[src/rtl/wb_port_arbiter_if.sv]
`default_nettype none
// ============================================================================
// Module   : wb_port_arbiter_if
// Purpose  : Bundles the Writeback, long-latency and register-file port signals.
// Revision : 1.0  initial release
// ============================================================================
interface wb_port_arbiter_if #(
    parameter int FIFO_DEPTH = 2
) ();
    localparam int CNT_W = $clog2(FIFO_DEPTH) + 1;

    logic             w_we;
    logic [4:0]       w_dest;
    logic [31:0]      w_data;
    logic             w_hold;
    logic             ll_valid;
    logic             ll_ready;
    logic [4:0]       ll_dest;
    logic [31:0]      ll_data;
    logic             ll_flush;
    logic             rf_we;
    logic [4:0]       rf_waddr;
    logic [31:0]      rf_wdata;
    logic [31:0]      ll_pend_mask;
    logic [CNT_W-1:0] fifo_count;

    modport slave (
        input  w_we, w_dest, w_data, ll_valid, ll_dest, ll_data, ll_flush,
        output w_hold, ll_ready, rf_we, rf_waddr, rf_wdata, ll_pend_mask, fifo_count
    );

    modport master (
        output w_we, w_dest, w_data, ll_valid, ll_dest, ll_data, ll_flush,
        input  w_hold, ll_ready, rf_we, rf_waddr, rf_wdata, ll_pend_mask, fifo_count
    );
endinterface
`default_nettype wire

[src/rtl/wb_port_arbiter.sv]
`default_nettype none
// ============================================================================
// Module   : wb_port_arbiter
// Purpose  : Shares the RF write port between Writeback and a queued LL unit.
// Revision : 1.0  initial release
// ============================================================================
module wb_port_arbiter #(
    parameter int FIFO_DEPTH = 2,
    parameter int MAX_WAIT   = 4
) (
    input  wire logic         clk,
    input  wire logic         rst,
    wb_port_arbiter_if.slave  bus
);
    localparam int PTR_W  = $clog2(FIFO_DEPTH);
    localparam int CNT_W  = $clog2(FIFO_DEPTH) + 1;
    localparam int WAIT_W = $clog2(MAX_WAIT + 1);

    logic [FIFO_DEPTH-1:0] vld_q, vld_d;
    logic [4:0]            dest_q [FIFO_DEPTH];
    logic [4:0]            dest_d [FIFO_DEPTH];
    logic [31:0]           data_q [FIFO_DEPTH];
    logic [31:0]           data_d [FIFO_DEPTH];
    logic [PTR_W-1:0]      rd_ptr_q, rd_ptr_d;
    logic [PTR_W-1:0]      wr_ptr_q, wr_ptr_d;
    logic [CNT_W-1:0]      count_q, count_d;
    logic [WAIT_W-1:0]     wait_cnt_q, wait_cnt_d;

    logic w_empty, w_full, w_head_vld, w_hold, w_grant, w_kill_en, w_pop, w_push;
    logic [31:0] w_mask;

    always_comb begin
        w_empty    = (count_q == '0);
        w_full     = (count_q == CNT_W'(FIFO_DEPTH));
        w_head_vld = vld_q[rd_ptr_q] && !w_empty;
        w_hold     = !w_empty && (wait_cnt_q >= WAIT_W'(MAX_WAIT));
        w_grant    = bus.w_we && !w_hold;
        w_kill_en  = w_grant && (bus.w_dest != 5'd0);
        // A killed head leaves regardless of who owns the port.
        w_pop      = !w_empty && (!w_head_vld || !w_grant);
        w_push     = bus.ll_valid && !w_full;
    end

    assign bus.w_hold     = w_hold;
    assign bus.ll_ready   = !w_full;
    assign bus.fifo_count = count_q;

    always_comb begin
        bus.rf_we    = 1'b0;
        bus.rf_waddr = 5'd0;
        bus.rf_wdata = 32'd0;
        if (!rst) begin
            if (w_grant) begin
                bus.rf_we    = 1'b1;
                bus.rf_waddr = bus.w_dest;
                bus.rf_wdata = bus.w_data;
            end else if (w_head_vld) begin
                bus.rf_we    = 1'b1;
                bus.rf_waddr = dest_q[rd_ptr_q];
                bus.rf_wdata = data_q[rd_ptr_q];
            end
        end
    end

    always_comb begin
        w_mask = 32'd0;
        for (int i = 0; i < FIFO_DEPTH; i++) begin
            if (vld_q[i]) begin
                w_mask[dest_q[i]] = 1'b1;
            end
        end
        w_mask[0] = 1'b0;
    end

    assign bus.ll_pend_mask = w_mask;

    always_comb begin
        vld_d      = vld_q;
        dest_d     = dest_q;
        data_d     = data_q;
        rd_ptr_d   = rd_ptr_q;
        wr_ptr_d   = wr_ptr_q;
        count_d    = count_q + CNT_W'(w_push) - CNT_W'(w_pop);
        wait_cnt_d = wait_cnt_q;

        // The Writeback result is younger than anything queued: older LL
        // results to the same register must never reach the RF.
        for (int i = 0; i < FIFO_DEPTH; i++) begin
            if (w_kill_en && (dest_q[i] == bus.w_dest)) begin
                vld_d[i] = 1'b0;
            end
        end
        if (w_pop) begin
            vld_d[rd_ptr_q] = 1'b0;
            rd_ptr_d        = rd_ptr_q + 1'b1;
        end
        if (w_push) begin
            vld_d[wr_ptr_q]  = (bus.ll_dest != 5'd0) &&
                               !(w_kill_en && (bus.ll_dest == bus.w_dest));
            dest_d[wr_ptr_q] = bus.ll_dest;
            data_d[wr_ptr_q] = bus.ll_data;
            wr_ptr_d         = wr_ptr_q + 1'b1;
        end

        if (w_empty || (w_head_vld && w_pop)) begin
            wait_cnt_d = '0;
        end else if (w_head_vld && w_grant && (wait_cnt_q < WAIT_W'(MAX_WAIT))) begin
            wait_cnt_d = wait_cnt_q + 1'b1;
        end

        if (bus.ll_flush) begin
            vld_d      = '0;
            rd_ptr_d   = '0;
            wr_ptr_d   = '0;
            count_d    = '0;
            wait_cnt_d = '0;
        end
    end

    always_ff @(posedge clk) begin
        if (rst) begin
            vld_q      <= '0;
            rd_ptr_q   <= '0;
            wr_ptr_q   <= '0;
            count_q    <= '0;
            wait_cnt_q <= '0;
        end else begin
            vld_q      <= vld_d;
            rd_ptr_q   <= rd_ptr_d;
            wr_ptr_q   <= wr_ptr_d;
            count_q    <= count_d;
            wait_cnt_q <= wait_cnt_d;
        end
    end

    // Payload needs no reset; the valid bits and count gate every use of it.
    always_ff @(posedge clk) begin
        dest_q <= dest_d;
        data_q <= data_d;
    end
endmodule
`default_nettype wire

[src/flat_wrapper.sv]
// flat-port wrapper written by rule: the top's interface ports become plain ports
module wb_port_arbiter_flat 
#(
    parameter int FIFO_DEPTH = 2,
    parameter int MAX_WAIT   = 4
)
  (clk, rst, bus_w_we, bus_w_dest, bus_w_data, bus_ll_valid, bus_ll_dest, bus_ll_data, bus_ll_flush, bus_w_hold, bus_ll_ready, bus_rf_we, bus_rf_waddr, bus_rf_wdata, bus_ll_pend_mask, bus_fifo_count);
  wb_port_arbiter_if #(.FIFO_DEPTH(FIFO_DEPTH)) bus_i ();
  input  wire logic clk;
  input  wire logic rst;
  input wire logic [$bits(bus_i.w_we)-1:0] bus_w_we;
  input wire logic [$bits(bus_i.w_dest)-1:0] bus_w_dest;
  input wire logic [$bits(bus_i.w_data)-1:0] bus_w_data;
  input wire logic [$bits(bus_i.ll_valid)-1:0] bus_ll_valid;
  input wire logic [$bits(bus_i.ll_dest)-1:0] bus_ll_dest;
  input wire logic [$bits(bus_i.ll_data)-1:0] bus_ll_data;
  input wire logic [$bits(bus_i.ll_flush)-1:0] bus_ll_flush;
  output wire logic [$bits(bus_i.w_hold)-1:0] bus_w_hold;
  output wire logic [$bits(bus_i.ll_ready)-1:0] bus_ll_ready;
  output wire logic [$bits(bus_i.rf_we)-1:0] bus_rf_we;
  output wire logic [$bits(bus_i.rf_waddr)-1:0] bus_rf_waddr;
  output wire logic [$bits(bus_i.rf_wdata)-1:0] bus_rf_wdata;
  output wire logic [$bits(bus_i.ll_pend_mask)-1:0] bus_ll_pend_mask;
  output wire logic [$bits(bus_i.fifo_count)-1:0] bus_fifo_count;
  assign bus_i.w_we = bus_w_we;
  assign bus_i.w_dest = bus_w_dest;
  assign bus_i.w_data = bus_w_data;
  assign bus_i.ll_valid = bus_ll_valid;
  assign bus_i.ll_dest = bus_ll_dest;
  assign bus_i.ll_data = bus_ll_data;
  assign bus_i.ll_flush = bus_ll_flush;
  assign bus_w_hold = bus_i.w_hold;
  assign bus_ll_ready = bus_i.ll_ready;
  assign bus_rf_we = bus_i.rf_we;
  assign bus_rf_waddr = bus_i.rf_waddr;
  assign bus_rf_wdata = bus_i.rf_wdata;
  assign bus_ll_pend_mask = bus_i.ll_pend_mask;
  assign bus_fifo_count = bus_i.fifo_count;
  wb_port_arbiter #(.FIFO_DEPTH(FIFO_DEPTH), .MAX_WAIT(MAX_WAIT)) u_core (.clk(clk), .rst(rst), .bus(bus_i));
endmodule
[config.mk]
export PLATFORM = sky130hd
export DESIGN_NAME = wb_port_arbiter_flat
export DESIGN_NICKNAME = d
export VERILOG_FILES = /design/src/rtl/wb_port_arbiter_if.sv /design/src/rtl/wb_port_arbiter.sv /design/src/flat_wrapper.sv
export SDC_FILE = /design/constraint.sdc
export NUM_CORES = 1
export LEC_CHECK = 0
export ABC_AREA = 0
export BUFFER_PORTS_ARGS = -buffer_cell sky130_fd_sc_hd__buf_2
export CORE_MARGIN = 2
export CORE_UTILIZATION = 50
export CTS_CLUSTER_DIAMETER = 60
export DETAILED_ROUTE_END_ITERATION = 12
export PLACE_DENSITY = 0.8
export SETUP_SLACK_MARGIN = 0.02
export SYNTH_ARGS = -nofsm -noshare
export SYNTH_HDL_FRONTEND = slang
export SYNTH_SLANG_ARGS = --single-unit
export TNS_END_PERCENT = 50
[constraint.sdc]
create_clock -name clk -period 3.3 [get_ports clk]
set_input_delay 0.825 -clock clk [delete_from_list [all_inputs] [get_ports clk]]
set_output_delay 0.825 -clock clk [all_outputs]
set_load 0.01 [all_outputs]
### After elaboration in Yosys (flattened, before gate mapping)

Index checks and enable logic that the tools add are counted.

* output and inout port bits: 74
* input bits: 79
* bits in registers: 83
* logic and storage cells: 105

* reductions and logical operators: 31
* mux-type cells: 38
* eq/ne operators: 4
* bitwise gates (word level): 5
* add/sub/neg operators: 5
* $lt $le $gt $ge: 13

Operators with widths (count)
* two-way mux 32 bit: 9
* bitwise mux 64 bit: 1
* two-way mux 5 bit: 7
* demux 32 bit (select 1 bit): 1
* bitwise OR 32 bit: 1
* logical AND 1 bit: 18
* equality test 5 bit: 3
* less-than comparator 5 x 6 -> 1 bit, second input constant: 2
* two-way mux 1 bit: 11
* bitwise mux 10 bit: 1
* demux 1 bit (select 5 bit): 2
* >= comparator 5 x 1 -> 1 bit, second input constant: 2
* nonzero test 5 bit: 2
* zero test 1 bit: 6
* demux 5 bit (select 1 bit): 1
* >= comparator 2 bit, second input constant: 2
* less-than comparator 1 x 2 -> 1 bit, second input constant: 2
* two-way mux 2 bit: 2
* NOT 1 -> 2 bit: 2
* adder 3 x 1 -> 3 bit, second input constant: 1
* >= comparator 3 bit, second input constant: 1
* less-than comparator 3 bit, second input constant: 1
* OR reduction 3 bit: 1
* adder 1 bit, second input constant: 2
* other kinds (12): 15

### Logic depth before layout (Yosys ltp)

* depth in word-level cells: 12
* gate-level depth with buffers: 10
* depth with buffers taken out: 9

### Worst setup path after synthesis

No wires, ideal clock.

* kind: input to output
* start point: input bus_w_we
* end point: output bus_rf_wdata[18]
* path buffers: 2
* stages: 5
* arrival time: 1679 ps
* required time: 2475 ps
* slack: 796 ps
* cells stage by stage: nand2_1 -> buf_4 -> clkbuf_1 -> nor2_1 -> a211oi_2

* longest elaborated chain between the ends: 3

RTL lines
* from (decl): RTL line flat_wrapper.sv:11 `input wire logic [$bits(bus_i.w_we)-1:0] bus_w_we;`
* logical AND 1 bit: RTL line wb_port_arbiter.sv:37 `w_grant = bus.w_we && !w_hold;`
* two-way mux 32 bit: RTL line wb_port_arbiter.sv:53 `if (w_grant) begin`
* two-way mux 32 bit: RTL line wb_port_arbiter.sv:52 `if (!rst) begin`
* to (decl): RTL line flat_wrapper.sv:22 `output wire logic [$bits(bus_i.rf_wdata)-1:0] bus_rf_wdata;`

Every way passes these cells.

### Worst setup path after layout

* start point: register u_core.vld_q[1]
* end point: output bus_rf_wdata[0]

* longest elaborated chain between the ends: 6

RTL lines
* from (decl): RTL line wb_port_arbiter.sv:19 `logic [FIFO_DEPTH-1:0] vld_q, vld_d;`
* from (signal assigned): RTL line wb_port_arbiter.sv:128 `vld_q <= vld_d;`
* two-way mux 1 bit (not written as such) (2 in a row): RTL line wb_port_arbiter.sv:35 `w_head_vld = vld_q[rd_ptr_q] && !w_empty;`
* logical AND 1 bit: RTL line wb_port_arbiter.sv:35
* two-way mux 32 bit: RTL line wb_port_arbiter.sv:57 `end else if (w_head_vld) begin`
* two-way mux 32 bit: RTL line wb_port_arbiter.sv:53
* two-way mux 32 bit: RTL line wb_port_arbiter.sv:52

Every way passes these cells. The select of a mux whose other input is x is not followed.

==> out/metrics.yaml <==
finish:
  syn_to_final_growth_pct: 23.5
  nFillCells: 686
  antenna_cells: 0
  fin_nets: 575
  drive_gt1_share_pct: 39.6
clock_tree:
  htree_levels: 3
  cts_tree: "done"
  clock_latency_ns: 0.34
  clk_pin_slew_ns: 0.08
  ctsResizeCount: 0
  cts_buffers: 9
  clkSinkCount: 83
  clock_path_buffers: 2
  post-cts-setup-buffers: 0
  hold_buffers: 0
  cts_root_buffer: "clkbuf_8"
grt:
  use_met3_pct: 4.03
  grt_pass1_vias: 3031
  track_usage_pct: 20.3
  grt_overflow_total: 0
  grt_pass1_wl_mm: 14.3
  grt_max_degree: 76
  antenna_found_initial: 1
  grt_util_met2_pct: 36.5
  busiest_layer: "met2"
  globalRouteMet1Util_pct: 23.8
power_and_ir_drop:
  p_leak_nw: 2.05
  power-per-cell-area_nw_per_um2: 486
  vdd_ir_drop_max_uv: 323
timing:
  setup_viol: 0
  worst_slew_pin_slew_ns: 0.922
  drv_slew: 0
  fmax_mhz: 328
  relSlewSlack_pct: 38.5
  tns_ns: 0
  fin_crit_sh_pct: 92.3
  hold_violations: 0
  rsz0062_at_grt: "no"
  skew_ns: 0.00746
  hold_slack_ns: 0.500
  fin_crit_ns: 3.05
drt:
  drc: 0
  drtAntennaViolNets: 0
  dr.pass1.iters: 5
  viasPerCell: 5.73
  finalWirelength_mm: 9.89
  vias: 3454
  drtIter0Drc: 166
  wl_per_cell_um: 16.4
logic_synthesis:
  synthAdderAreaFrac_pct: 0.876
  synthFlopType: "edfxtp_1"
  synthMuxAreaShare_pct: 9.11
  yosysWarnings: 0
  synth_cell_types: 37
  synthXorXnorAreaFrac_pct: 3.89
  synth_compound_area_share_pct: 15.4
  synthSimpleGateAreaFrac_pct: 10.5
  synth_area_sq_um: 4280
  synth_top_family_by_area: "compound AO/OA/AOI/OAI gates"
  seq_area_frac_synth_pct: 56.1
  syn_avg_cell_area_sq_um: 12.1
  ys_async_sr_fraction_pct: 0
  syn_inst: 354
  syn-num-nets: 436
  synth_edf_count: 74
  ys_ff_latch: 83
worst_setup_path:
  criticalPathCategory: "flop to output port"
  crit_fanout: 38
  cp.arrival_ns: 2.22
  rr_endpoint: "u_core.dest_q[7]"
  r2r-start: "u_core.bus.fifo_count[0]"
  startpoint_type: "flop"
  r2r_cells: 4
  crit_required_ns: 2.47
  endpoint_kind: "output port"
  r2r_setup_slack_ns: 1.31
worst_hold_path:
  worstHoldStart: "u_core.wr_ptr_q"
  hold_path.class: "flop to flop"
  min_to: "u_core.wr_ptr_q"
  hold_depth: 2
placement:
  dp_hpwl_mm: 6.97
  io_buffers: 151
  gp_congestion: 0.869
job:
  cap_viol_max_count: 0
floorplanning:
  die_w_um: 96.6
  die_h_um: 96.6
  rows: 33
  coreArea_sq_um: 8260
  initial_utilization_pct: 51.9
  die_area_sq_um: 9320
  io_pins: 153
outcome:
  status: "finished, final reports clean"
critical path, stage by stage, from the launching register on:
cell      delay (ns)
dfxtp_1         0.37
mux2i_1         0.31
or2_1           0.16
a21o_2          0.72
a211oi_1        0.11
buf_2           0.19
cells in the mapped netlist, types with 3 or more instances:
cell,n,share of area [%]
a211oi_1,18,3.2
a211oi_2,19,5.6
buf_2,7,0.82
buf_4,3,0.53
clkbuf_1,15,1.3
dfxtp_1,9,4.2
edfxtp_1,74,52
ha_1,3,0.88
inv_1,9,0.79
mux2i_1,39,9.1
nand2_1,6,0.53
nand3_1,8,0.93
nand3b_1,11,1.9
nor2_1,48,4.2
o22ai_1,34,5.0
or3b_2,6,1.2
xnor2_1,14,2.9
xor2_1,5,1.0
state kept, by name, summed over array words and instances (netlist names):
name	cells
u_core.wr_ptr_q	1
u_core.data_q	64
u_core.wait_cnt_q	3
u_core.vld_q	2
u_core.bus.fifo_count	2
u_core.rd_ptr_q	1
u_core.dest_q	10
metrics by stage:
step	instance area (sq um)	cells	power, mW	setup slack [ns]	util, %
6_report	5290	603	2.57	0.254	64.1
5_1_grt	5290	603	2.69	0.0855	64.1
4_1_cts	5290	603	2.59	0.215	64.1
2_1_floorplan	4280	354	1.71	0.796	-
3_3_place_gp	5110	587	1.89	0.427	61.8
3_5_place_dp	5110	587	1.91	0.353	61.8
kinds of logic after synthesis:
| logic type | after synthesis |
|---|---|
| simple gates | 91 |
| fa+ha+maj | 3 |
| compound gates | 82 |
| other cells | 1 |
| xor+xnor | 19 |
| mux | 39 |
| flops | 83 |
| buf+inv | 36 |
layer usage:
layer  up-vias  routed length, um
met1      1604               4040
met5         -                 11
li1       1641                  -
met2       182               4870
met3        25                763
met4         2                206
power by group:
| group | leakage (nW) | switching [mW] | internal, mW |
|---|---|---|---|
| Combinational | 1.20 | 0.330 | 0.237 |
| Sequential | 0.766 | 0.0570 | 1.26 |
| Clock | 0.0870 | 0.343 | 0.346 |
| Total | 2.05 | 0.730 | 1.84 |
final cells by class:
cell class              instances  area [sq um]  area share [%]
clock buffers                  11           131            2.48
clock inverters                 5          53.8            1.02
inverters                       9          33.8           0.638
multi-input cells             235          1710            32.4
flip-flops and latches         83          2400            45.4
well taps                     105           131            2.48
repair buffers                155           823            15.6
worst max path at each step:
stage / startpoint / slack [ns] / endpoint / depth (start not counted)
2_1_floorplan: bus_w_we / 0.80 / bus_rf_wdata[18] / 5
3_3_place_gp: bus_w_we / 0.43 / bus_rf_wdata[8] / 5
3_5_place_dp: bus_w_we / 0.35 / bus_rf_we / 5
4_1_cts: u_core.vld_q[1] / 0.22 / bus_rf_we / 5
5_1_grt: u_core.vld_q[0] / 0.09 / bus_rf_wdata[7] / 5
6_report: u_core.vld_q[1] / 0.25 / bus_rf_wdata[0] / 5
layout by cell type, fill, tap and decap left out, types with 5 or more instances in the layout:
| master | n |
|---|---|
| dfxtp_1 | 8 |
| a211oi_1 | 18 |
| nand3_1 | 8 |
| edfxtp_1 | 74 |
| a211oi_2 | 19 |
| clkbuf_8 | 9 |
| nand2_1 | 5 |
| xnor2_1 | 14 |
| nor2_1 | 48 |
| o22ai_1 | 34 |
| xor2_1 | 5 |
| inv_1 | 9 |
| mux2i_1 | 39 |
| nand3b_1 | 11 |
| or3b_2 | 6 |
| buf_2 | 151 |
No activity file was read; power rests on OpenSTA's default activity.
